$ cat src/rtl/systolic_feeder_2x2.sv
// 2x2 systolic-array operand feeder.
// Latches A and B on an accepted start, streams them into the array as three skewed
// beats, then waits for the array's completion pulse or aborts after TIMEOUT idle cycles.
module systolic_feeder_2x2 #(
  parameter int unsigned DW      = 2,
  parameter int unsigned TIMEOUT = 15
) (
  input  logic          clk,
  input  logic          rst,
  input  logic          start,
  input  logic [4*DW-1:0] a_mat,
  input  logic [4*DW-1:0] b_mat,
  input  logic          arr_done,
  output logic          ready,
  output logic [DW-1:0] row_in_row0,
  output logic [DW-1:0] row_in_row1,
  output logic [DW-1:0] col_in_col0,
  output logic [DW-1:0] col_in_col1,
  output logic          load_in,
  output logic          feed_done,
  output logic          timeout_err
);

  // Wide enough to hold TIMEOUT itself; never narrower than one bit.
  localparam int unsigned CW = (TIMEOUT > 0) ? $clog2(TIMEOUT + 1) : 1;
  localparam logic [CW:0] TimeoutVal = TIMEOUT[CW:0];

  typedef enum logic [1:0] {
    StIdle,
    StFeed,
    StWait,
    StFlush
  } state_e;

  state_e          r_state, w_state_d;
  logic [1:0]      r_beat, w_beat_d;
  logic [CW-1:0]   r_wcnt, w_wcnt_d;
  logic [CW:0]     w_wcnt_next;
  logic [4*DW-1:0] r_a, r_b, w_a_d, w_b_d;

  logic [DW-1:0]   r_row0, r_row1, r_col0, r_col1;
  logic [DW-1:0]   w_row0_d, w_row1_d, w_col0_d, w_col1_d;
  logic            r_load, w_load_d;
  logic            r_feed_done, w_feed_done_d;
  logic            r_timeout_err, w_timeout_err_d;

  logic            w_start_acc;
  logic            w_wait_live;
  logic            w_hit_timeout;

  assign w_start_acc   = (r_state == StIdle) && start;
  // The cycle after arr_done is sampled carries the feed_done pulse; WAIT then exits.
  assign w_wait_live   = (r_state == StWait) && !r_feed_done;
  assign w_wcnt_next   = {1'b0, r_wcnt} + {{CW{1'b0}}, 1'b1};
  // arr_done outranks the timeout when both land on the same cycle.
  assign w_hit_timeout = w_wait_live && !arr_done && (w_wcnt_next == TimeoutVal);

  // State, beat/wait counters and operand latches.
  always_ff @(posedge clk) begin
    if (!rst) begin
      r_state <= StIdle;
      r_beat  <= '0;
      r_wcnt  <= '0;
      r_a     <= '0;
      r_b     <= '0;
    end else begin
      r_state <= w_state_d;
      r_beat  <= w_beat_d;
      r_wcnt  <= w_wcnt_d;
      r_a     <= w_a_d;
      r_b     <= w_b_d;
    end
  end

  // Next-state, counter and latch update.
  always_comb begin
    w_state_d = r_state;
    w_beat_d  = r_beat;
    w_wcnt_d  = r_wcnt;
    w_a_d     = r_a;
    w_b_d     = r_b;
    unique case (r_state)
      StIdle: begin
        if (start) begin
          w_state_d = StFeed;
          w_beat_d  = 2'd0;
          w_a_d     = a_mat;
          w_b_d     = b_mat;
        end
      end
      StFeed: begin
        if (r_beat == 2'd2) begin
          w_state_d = StWait;
          w_wcnt_d  = '0;
        end else begin
          w_beat_d = r_beat + 2'd1;
        end
      end
      StWait: begin
        if (r_feed_done) begin
          w_state_d = StIdle;
        end else if (arr_done) begin
          w_state_d = StWait;
        end else if (w_hit_timeout) begin
          w_state_d = StFlush;
          w_wcnt_d  = w_wcnt_next[CW-1:0];
        end else begin
          w_wcnt_d = w_wcnt_next[CW-1:0];
        end
      end
      StFlush: begin
        w_state_d = StIdle;
      end
      default: begin
        w_state_d = StIdle;
      end
    endcase
  end

  // Next values of the registered outputs, aligned with the next state so beat 0
  // is visible the cycle after start is sampled.
  always_comb begin
    w_row0_d = '0;
    w_row1_d = '0;
    w_col0_d = '0;
    w_col1_d = '0;
    w_load_d = 1'b0;
    if (w_state_d == StFeed) begin
      w_load_d = 1'b1;
      unique case (w_beat_d)
        2'd0: begin
          w_row0_d = w_a_d[DW-1:0];
          w_col0_d = w_b_d[DW-1:0];
        end
        2'd1: begin
          w_row0_d = w_a_d[2*DW-1:DW];
          w_row1_d = w_a_d[3*DW-1:2*DW];
          w_col0_d = w_b_d[3*DW-1:2*DW];
          w_col1_d = w_b_d[2*DW-1:DW];
        end
        2'd2: begin
          w_row1_d = w_a_d[4*DW-1:3*DW];
          w_col1_d = w_b_d[4*DW-1:3*DW];
        end
        default: begin
          w_load_d = 1'b0;
        end
      endcase
    end
    w_feed_done_d = w_wait_live && arr_done;
    if (w_start_acc) begin
      w_timeout_err_d = 1'b0;
    end else if (w_hit_timeout) begin
      w_timeout_err_d = 1'b1;
    end else begin
      w_timeout_err_d = r_timeout_err;
    end
  end

  // Output registers.
  always_ff @(posedge clk) begin
    if (!rst) begin
      r_row0        <= '0;
      r_row1        <= '0;
      r_col0        <= '0;
      r_col1        <= '0;
      r_load        <= 1'b0;
      r_feed_done   <= 1'b0;
      r_timeout_err <= 1'b0;
    end else begin
      r_row0        <= w_row0_d;
      r_row1        <= w_row1_d;
      r_col0        <= w_col0_d;
      r_col1        <= w_col1_d;
      r_load        <= w_load_d;
      r_feed_done   <= w_feed_done_d;
      r_timeout_err <= w_timeout_err_d;
    end
  end

  assign ready       = (r_state == StIdle);
  assign row_in_row0 = r_row0;
  assign row_in_row1 = r_row1;
  assign col_in_col0 = r_col0;
  assign col_in_col1 = r_col1;
  assign load_in     = r_load;
  assign feed_done   = r_feed_done;
  assign timeout_err = r_timeout_err;

endmodule

$ cat config.mk
export PLATFORM = sky130hd
export DESIGN_NAME = systolic_feeder_2x2
export DESIGN_NICKNAME = d
export VERILOG_FILES = /design/src/rtl/systolic_feeder_2x2.sv
export SDC_FILE = /design/constraint.sdc
export NUM_CORES = 1
export LEC_CHECK = 0
export ABC_AREA = 1
export CORE_ASPECT_RATIO = 0.5
export CORE_MARGIN = 5
export CORE_UTILIZATION = 54
export DETAILED_ROUTE_END_ITERATION = 7
export PLACE_DENSITY_LB_ADDON = 0.3
export SLEW_MARGIN = 30
export SYNTH_ARGS = -nofsm -noshare
export SYNTH_HDL_FRONTEND = slang
export SYNTH_SLANG_ARGS = --single-unit
$ cat constraint.sdc
create_clock -name clk -period 2.6 [get_ports clk]
set_input_delay 0.26 -clock clk [delete_from_list [all_inputs] [get_ports clk]]
set_output_delay 0.26 -clock clk [all_outputs]
set_load 0.03 [all_outputs]
==> flow_results.org <==
** Finish
- The number of antenna diodes in the final layout is 0.
- Area overhead of the layout relative to synthesis :: 24.6%
- After the last flow step, the layout net total stands at 276.
- After filler insertion, the fill cell instance count of the layout stands at approximately 250.
- Layout cells sized above 1 :: 9.24%
- Multi-input combinational cell area :: a little over 700 um2
- Sequential cell area in the final layout :: approximately 700 um2

** Logic synthesis
- Synthesis produced a netlist with a net count of ~240.
- Counting flops and latches in the post-synthesis netlist gives 35.
- Number of unique standard cell types used by synthesis :: 24
- Fraction of the yosys area taken by sequential cells :: 43.2%
- Yosys printed 0 warnings.
- Each instance of the synthesized netlist takes up on average 7.51 um2.
- Counting every instance in the synthesized netlist gives roughly 220.
- In this run the cell area of the synthesized design comes to approximately 1600 um2.

** Timing
- Setup repair after global routing left no endpoint under its margin.
- Period minus WS final :: ~1.8 ns
- Max-slew violation count :: 0
- Slew @ Worst Pin :: roughly 0.73 ns
- On the final layout, the worst clock skew is 0.00876 ns.
- Slew HR :: around half
- The number of endpoints with negative hold slack in the final report came to 0.
- Portion of the clock cycle consumed by the worst path in the final layout :: 67.5%
- Setup violations remaining at the end of the flow were counted as 0.
- Worst setup margin :: 0.845 ns
- Based on the critical path, the design can be clocked at up to roughly 0.57 GHz.
- Total negative setup slack :: 0 ns

** Placed design
- Pre-CTS worst setup slack :: roughly 0.63 ns
- Summed over all nets, the half-perimeter wirelength after detailed placement is 2290 um.
- The congestion estimate from routability-driven global placement came to 0.785.
- Buffers placed on the I/O ports in this run total 31.

** Floorplan
- Vertical extent of the die :: between 40 and 50 um
- Pin placement for this block handled 32 I/O pins.
- Floorplan die width :: between 80 and 90 um
- Total core area :: 2940 um2
- Die ar. :: approximately 4300 um2
- Row count :: 14
- Effective utilization at floorplan :: about 55%

** CTS
- CTS built an H-tree with a depth of 2.
- At the later pin of the worst-skew pair, clock insertion delay measures 0.29 ns.
- Clock-pin slew of the registers on the worst-case setup and hold paths :: 0.08 ns
- Number of buffers on the longest clock path :: 2
- Buffers added to address setup during post-CTS repair amount to 0.
- In this run the clock root is driven by a sky130_fd_sc_hd__clkbuf_8.
- TritonCTS created 5 clock buffers.
- Resized cells post-CTS :: 0
- CTS tree :: done
- The clock net in this run drives a total of 35 sinks.
- The number of hold buffers added after CTS was 0.

** Global route
- Global-route wire length before repair :: 5380 um
- The total overflow left after global routing is 0.
- The number of antenna violations at the first check in global routing came to 0.
- Entering global routing, the biggest net connects 43 pins.
- Via count of the first global-routing pass :: between 1k and 1.5k
- Across every metal layer, demand over resource in global routing totals approximately 16%.

** Routing
- Total wire length after detailed routing :: 3170 um
- Drt first-iter violations :: 68
- Number of detailed-routing iterations run before antenna repair :: 4
- DRC errors left :: 0
- Vias per cell :: around 4.7
- Via count of the routed design :: between 1k and 1.5k
- The count of nets left with antenna violations once routing finished came out at 0.
- Detailed-route wire length per cell :: around 11 um

** Status
- Result of the run :: finished clean

** Worst setup path
- Top fanout value on the critical path :: 5
- The worst setup path is captured at a flop.
- Startpoint of the worst register-to-register path :: r_beat[1]$_SDFF_PN0_
- By startpoint and endpoint, the worst setup path is classified as flop to flop.
- Crit path launch type :: flop
- Critical path endpoint :: col_in_col1[0]$_SDFF_PN0_
- For the worst flop-to-flop path, the logic depth is 12.
- Slack of the worst reg-to-reg path :: ~0.84 ns
- Worst setup startpoint :: r_beat[1]$_SDFF_PN0_
- The worst register-to-register path ends at col_in_col1[0]$_SDFF_PN0_.
- Data arrival, critical path :: slightly below 2 ns
- STA puts the critical path data required time at about 2.8 ns.

** Min path
- The min-delay analysis places its worst path in the category flop to flop.

** Run
- Max Cap Viol :: 0

** Pwr
- Standby leakage power :: around 0.86 nW
- Dividing total power by cell area gives a power density of 593 nW/um2.
- The worst-case IR drop observed on VDD is around 290 uV.
[report_power, final]
group          total, W  switching (W)  internal, W  leakage (nW)
logic          0.000232       0.000137    0.0000944         0.534
clock network  0.000385       0.000198     0.000187        0.0412
registers      0.000582      0.0000122     0.000570         0.287
total           0.00120       0.000347     0.000852         0.862
[cell usage after synthesis, drive strengths merged]
cell | instances | area [um2]
inv | 44 | 165
nand2 | 38 | 160
dfxtp | 35 | 701
nor2 | 35 | 146
o21ai | 27 | 143
ha | 8 | 100
o211ai | 8 | 60.1
nand3 | 7 | 57.6
a21oi | 5 | 25.0
buf | 4 | 38.8
clkbuf | 2 | 7.51
nand4 | 1 | 6.26
nor3 | 1 | 5.00
or2 | 1 | 6.26
[area by class of cell]
type	count	share of cell area (%)
multi-input combinational	131	35.1
sequential	35	34.7
timing repair buffer	31	15.4
inverter	44	8.17
clock buffer	6	3.59
tap	40	2.48
clock inverter	2	0.619
[cell families after synthesis]
family	count (synthesis)	synth area share [%]
buffers and inverters	50	13.0
DFF	35	43.2
adders and majority gates	8	6.17
and+or+nand+nor	83	23.5
AOI/OAI and AO/OA	40	14.0
[layout by cell type (no fill, tap or decap), drive strengths merged]
cell,n
nand4,1
nor2,35
clkinvlp,1
clkinv,1
ha,8
o211ai,8
a21oi,5
dfxtp,35
clkdlybuf4s50,31
nand2,38
inv,44
or2,1
nor3,1
o21ai,27
nand3,7
clkbuf,6
[stage by stage]
stage	power [W]	cell area [um2]	hold slack (ns)	utilization, %	instances
2_1_floorplan	0.000753	1620	0.358	-	216
3_3_place_gp	0.000820	1940	0.440	65.8	281
3_5_place_dp	0.000826	1940	0.438	65.8	281
4_1_cts	0.00121	2020	0.449	68.7	289
5_1_grt	0.00127	2020	0.468	68.7	289
6_report	0.00120	2020	0.446	68.7	289
[worst max-delay path, stage by stage, from the launching register on]
cell                      delay [ns]
sky130_fd_sc_hd__dfxtp_1        0.38
sky130_fd_sc_hd__inv_1          0.06
sky130_fd_sc_hd__ha_1           0.26
sky130_fd_sc_hd__inv_1          0.05
sky130_fd_sc_hd__nor2_1         0.04
sky130_fd_sc_hd__inv_1          0.05
sky130_fd_sc_hd__nand2_1        0.09
sky130_fd_sc_hd__inv_1          0.11
sky130_fd_sc_hd__ha_1           0.25
sky130_fd_sc_hd__inv_1          0.11
sky130_fd_sc_hd__o21ai_1        0.14
sky130_fd_sc_hd__nand2_1        0.07
sky130_fd_sc_hd__nor2_1         0.09
[state kept, by name (all words and copies together) (netlist names)]
signal and flops:
row_in_row0 2, col_in_col1 2, feed_done 1, row_in_row1 2
r_b 8, col_in_col0 2, timeout_err 1, r_wcnt 4
load_in 1, r_beat 2, r_state 2, r_a 8
[worst min path at each step]
| stage | startpoint | endpoint | slack [ns] | cells past startpoint |
|---|---|---|---|---|
| finish | timeout_err$_SDFFE_PP0P_ | timeout_err$_SDFFE_PP0P_ | 0.45 | 2 |
| global placement | timeout_err$_SDFFE_PP0P_ | timeout_err$_SDFFE_PP0P_ | 0.44 | 2 |
| global route | timeout_err$_SDFFE_PP0P_ | timeout_err$_SDFFE_PP0P_ | 0.47 | 2 |
| floorplan | rst | r_state[0]$_SDFF_PN0_ | 0.36 | 2 |
| CTS | timeout_err$_SDFFE_PP0P_ | timeout_err$_SDFFE_PP0P_ | 0.45 | 2 |
| detailed placement | timeout_err$_SDFFE_PP0P_ | timeout_err$_SDFFE_PP0P_ | 0.44 | 2 |
[metal layers]
metal  vias up  track usage, %  routed length, um
met5         -               0                  0
met4         0            4.85                 38
met3         5            5.76                209
met2        29            24.1               1400
met1       591            21.3               1520
li1        726               -                  -
Note: power is estimated with default switching activity, not from simulation.
